**config.mk**
```make
export PLATFORM = sky130hd
export DESIGN_NAME = imem_loader
export DESIGN_NICKNAME = d
export VERILOG_FILES = /design/src/rtl/imem_loader.sv
export SDC_FILE = /design/constraint.sdc
export NUM_CORES = 1
export LEC_CHECK = 0
export BUFFER_PORTS_ARGS = -buffer_cell sky130_fd_sc_hd__buf_2
export CORE_MARGIN = 4
export CORE_UTILIZATION = 45
export CTS_CLUSTER_SIZE = 30
export DETAILED_ROUTE_END_ITERATION = 10
export HOLD_SLACK_MARGIN = 0.02
export PLACE_DENSITY = 0.77
export SKIP_CTS_REPAIR_TIMING = 1
export SLEW_MARGIN = 20
export SYNTH_ARGS = -nofsm -noshare
export SYNTH_HDL_FRONTEND = slang
export SYNTH_SLANG_ARGS = --single-unit
```
**constraint.sdc**
```tcl
create_clock -name clk -period 2.85 [get_ports clk]
set_input_delay 0.4275 -clock clk [delete_from_list [all_inputs] [get_ports clk]]
set_output_delay 0.4275 -clock clk [all_outputs]
set_load 0.005 [all_outputs]
```
**src/rtl/imem_loader.sv**
```systemverilog
// Byte-stream instruction-memory loader: packs LSB-first bytes into words
// and writes them at consecutive word addresses.
module imem_loader #(
    parameter int address_size = 32,
    parameter int word_size    = 32,
    parameter int n_words      = 128
) (
    input  logic                    clk,
    input  logic                    reset,
    input  logic                    start,
    input  logic [7:0]              byte_in,
    input  logic                    byte_valid,
    input  logic                    byte_last,
    output logic                    byte_ready,
    output logic                    mem_we,
    output logic [address_size-1:0] mem_address,
    output logic [word_size-1:0]    mem_data,
    output logic                    busy,
    output logic                    done,
    output logic                    overflow,
    output logic [address_size-1:0] word_count
);

    localparam int BPW   = word_size / 8;
    localparam int IDX_W = (BPW > 1) ? $clog2(BPW) : 1;
    localparam logic [IDX_W-1:0]        LAST_IDX  = IDX_W'(BPW - 1);
    localparam logic [address_size-1:0] N_WORDS_A = address_size'(n_words);

    typedef enum logic [1:0] {IDLE, LOAD, WRITE, DONE} state_t;

    state_t                  state_q, state_d;
    logic [IDX_W-1:0]        idx_q, idx_d;
    logic [word_size-1:0]    asm_q, asm_d;
    logic                    last_q, last_d;
    logic [address_size-1:0] wc_q, wc_d;
    logic                    overflow_q, overflow_d;
    logic                    mem_we_q, mem_we_d;
    logic [address_size-1:0] mem_addr_q, mem_addr_d;
    logic [word_size-1:0]    mem_data_q, mem_data_d;
    logic [word_size-1:0]    filled;

    // Assembler is cleared between words, so OR-ing leaves unfilled bytes zero.
    assign filled = asm_q | (word_size'(byte_in) << {idx_q, 3'b000});

    always_comb begin
        state_d    = state_q;
        idx_d      = idx_q;
        asm_d      = asm_q;
        last_d     = last_q;
        wc_d       = wc_q;
        overflow_d = overflow_q;
        mem_we_d   = 1'b0;
        mem_addr_d = mem_addr_q;
        mem_data_d = mem_data_q;
        unique case (state_q)
            IDLE, DONE: begin
                if (start) begin
                    state_d    = LOAD;
                    idx_d      = '0;
                    asm_d      = '0;
                    last_d     = 1'b0;
                    wc_d       = '0;
                    overflow_d = 1'b0;
                end
            end
            LOAD: begin
                if (byte_valid) begin
                    asm_d = filled;
                    if (idx_q == LAST_IDX || byte_last) begin
                        state_d = WRITE;
                        last_d  = byte_last;
                        // Output registers only move on a real write, so they hold otherwise.
                        if (wc_q < N_WORDS_A) begin
                            mem_we_d   = 1'b1;
                            mem_addr_d = wc_q;
                            mem_data_d = filled;
                        end else begin
                            overflow_d = 1'b1;
                        end
                    end else begin
                        idx_d = idx_q + 1'b1;
                    end
                end
            end
            WRITE: begin
                if (mem_we_q) begin
                    wc_d = wc_q + 1'b1;
                end
                idx_d   = '0;
                asm_d   = '0;
                state_d = last_q ? DONE : LOAD;
            end
            default: state_d = IDLE;
        endcase
    end

    always_ff @(posedge clk) begin
        if (reset) begin
            state_q    <= IDLE;
            idx_q      <= '0;
            asm_q      <= '0;
            last_q     <= 1'b0;
            wc_q       <= '0;
            overflow_q <= 1'b0;
            mem_we_q   <= 1'b0;
            mem_addr_q <= '0;
            mem_data_q <= '0;
        end else begin
            state_q    <= state_d;
            idx_q      <= idx_d;
            asm_q      <= asm_d;
            last_q     <= last_d;
            wc_q       <= wc_d;
            overflow_q <= overflow_d;
            mem_we_q   <= mem_we_d;
            mem_addr_q <= mem_addr_d;
            mem_data_q <= mem_data_d;
        end
    end

    assign byte_ready  = (state_q == LOAD);
    assign busy        = (state_q == LOAD) || (state_q == WRITE);
    assign done        = (state_q == DONE);
    assign mem_we      = mem_we_q;
    assign mem_address = mem_addr_q;
    assign mem_data    = mem_data_q;
    assign overflow    = overflow_q;
    assign word_count  = wc_q;

endmodule

```
==> out/results.txt <==
Status - finished, final reports clean
Die width - 120 um
Tot Pwr - 4.62 mW
H-Tree Depth - 4
Largest net degree at the start of global routing - 63
Clk buf depth - 2
Reg2reg start - state_q[0]
Max Freq - 425 MHz
Fin Clk Skew - 0.0101 ns
Wirelength per Cell - 17.2 um
Dpl cells - 850
Critical path required time - 3.19 ns
DIE HEIGHT - 120 um
Max Slew Vio Count - 0
Sink Count - 135
DR iter-0 viols - 423
Final WL - 15100 um
Share of post-route cells with drive strength above 1 - 23.7%
Hpwl dp - 9800 um
Actual slew at the worst max-slew pin - 0.615 ns
Crit. Startpoint - state_q[0]
Initial cell density of the core - 46.5%
Grt ovf - 0
CP top delay family - simple AND/OR/NAND/NOR gates
Setup tns final - 0 ns
1st-pass router iterations - 5
HP Start - start
Top cells by area, synth - dfxtp_1, a21oi_1, a2bb2oi_1, a211oi_1, a31oi_1
Clk slew on worst S/H paths - 0.06 ns
Nature of the critical path endpoint - register
Initial antenna violation count - 0
# rows - 40
IO Pins - 114
Routability cong. - 0.850
Synth Register Bits - 135
CTS tree - built
Critical Path, Cell by Cell - inv_1, ha_1, nand2b_1, nand4_2, or4_4, a21oi_2
Area Growth Syn to Fin - 21.0%
Cells after Synth - 612
First-pass GRT wire length - 24900 um
Slowest-stage cell, CP - or4_4
Sequential area share after synthesis - 47.8%
CTS Buf Count - 17
Synth warn - 0
Mapped Nets - 631
Synth cell types - 53
Vias in the first global route - 4862
Setup crit start kind - register
DRT antenna net count - 0
Finished Layout Cells - 881
Average size of a mapped cell - 9.24 um2
Largest area contributor in the synthesized netlist - dfxtp_1
Vias per inst - 5.92
Residual DRC - 0
Final Hold Vio Count - 0
Crit path kind - reg2reg
Min Tclk post-route - 2.35 ns
Normalized max-slew margin - 59.0%
# setup viols final - 0
Lkg Pwr - 2.66 nW
Tcrit/Tclk final - 82.5%
Worst Hold Class - in2reg
Core box area - 0.0122 mm2
CP arrival - 2.70 ns
IO buf count - 113
EDFF count, synth - 0
Worst vdd ir - 0.472 mV
Prevailing post-synth register cell - dfxtp_1
Power Dens Cells - 676 mW/mm2
Antenna Cells - 0
Crit Path Max Fanout - 19
GRT Util Overall - 21.0%
Clk_lat worst skew - 0.42 ns
Asr flop ratio synth - 0%
Die ar. - 0.0144 mm2
Max cap viols - 0
NumNets Final - 720
Vias - 5216
Unrepaired setup endpoints after global routing - no
Bufs and invs on worst path - 1
Root buf cell - clkbuf_16
Synth top area share - 47.8%
Synth Cell Area - 0.00566 mm2
Crit-path max cell delay - 0.61 ns
## metal layers
| layer | GRT usage [%] | vias up | share of wire [%] |
|---|---|---|---|
| met1 | 27.9 | 2535 | 45 |
| met4 | 8.02 | 0 | 1.7 |
| li1 | - | 2476 | - |
| met2 | 32.9 | 185 | 47 |
| met5 | 0 | - | 0 |
| met3 | 5.37 | 20 | 6.5 |
## cells by family after synthesis
group | count (synthesis) | share of synthesized area (%)
simple gates | 200 | 20.6
buf+inv | 61 | 5.18
xor+xnor | 5 | 0.774
compound gates | 195 | 22.5
mux | 10 | 1.86
fa+ha+maj | 6 | 1.33
flops | 135 | 47.8
## placed cells by master, fill, tap and decap left out, types with 4 or more instances in the layout
| master | synthesis | final |
|---|---|---|
| nand3_1 | 14 | 14 |
| ha_1 | 6 | 6 |
| buf_4 | 4 | 10 |
| a211oi_1 | 34 | 34 |
| nand4_1 | 18 | 18 |
| nor2b_1 | 4 | 4 |
| a21oi_1 | 61 | 61 |
| or4_1 | 7 | 7 |
| or3_1 | 15 | 15 |
| nor4_1 | 12 | 12 |
| o31ai_1 | 9 | 9 |
| nor2_1 | 45 | 45 |
| and4_1 | 6 | 6 |
| a2bb2oi_1 | 31 | 31 |
| clkbuf_16 | 0 | 17 |
| dfxtp_1 | 135 | 135 |
| and2_1 | 5 | 6 |
| o21ai_0 | 20 | 20 |
| nor3b_1 | 25 | 25 |
| inv_1 | 8 | 8 |
| nand2_1 | 24 | 24 |
| mux2i_1 | 9 | 9 |
| buf_2 | 15 | 112 |
| a31oi_1 | 32 | 32 |
## worst paths after layout
check               endpoint  slack [ns]  depth (start not counted)
min                 overflow        0.45                          4
max reg2reg   word_count[19]        0.50                          6
max           word_count[19]        0.50                          6
min reg2reg  mem_address[12]        0.47                          1
## cells in the mapped netlist, drive strengths merged, types with 9 or more instances
library cell  count
dfxtp           135
a21oi            63
nor2             45
a211oi           34
a31oi            32
a2bb2oi          31
buf              28
clkbuf           25
nand2            25
nor3b            25
nand4            20
o21ai            20
or3              15
nand3            14
nor4             12
mux2i             9
o31ai             9
or4               9
## worst min-delay path, stage by stage
cell and delay, ns:
buf_2 0.11, nand2_1 0.05, o21ai_0 0.14, a21oi_1 0.08
## per-stage QoR
step           util, %  hold WS (ns)  area [um2]  setup slack (ns)
6_report          56.3         0.452        6840             0.497
5_1_grt           56.3         0.475        6840             0.278
4_1_cts           56.3         0.436        6840             0.500
3_5_place_dp      51.5         0.463        6260             0.524
3_3_place_gp      51.5         0.454        6260             0.645
2_1_floorplan        -         0.457        5660             0.889
## flip-flops by register name (all words and copies together), names as in the netlist
signal and flops:
asm_q 32, mem_address 32, mem_data 32, word_count 32, idx_q 2, state_q 2
last_q 1, mem_we 1, overflow 1
## report_power, final
part	internal [mW]	leakage (nW)	switching, mW
registers	1.94	1.09	0.0352
clock network	1.33	0.282	0.831
logic	0.185	1.29	0.303
total	3.45	2.66	1.17
## area by class of cell
cell class	count	area (um2)
tap	168	210
fill	1081	5320
timing repair buffer	123	656
inverter	8	30.0
sequential	135	2700
multi-input combinational	416	2660
clock inverter	11	125
clock buffer	20	457
No activity file was read; power rests on OpenSTA's default activity.
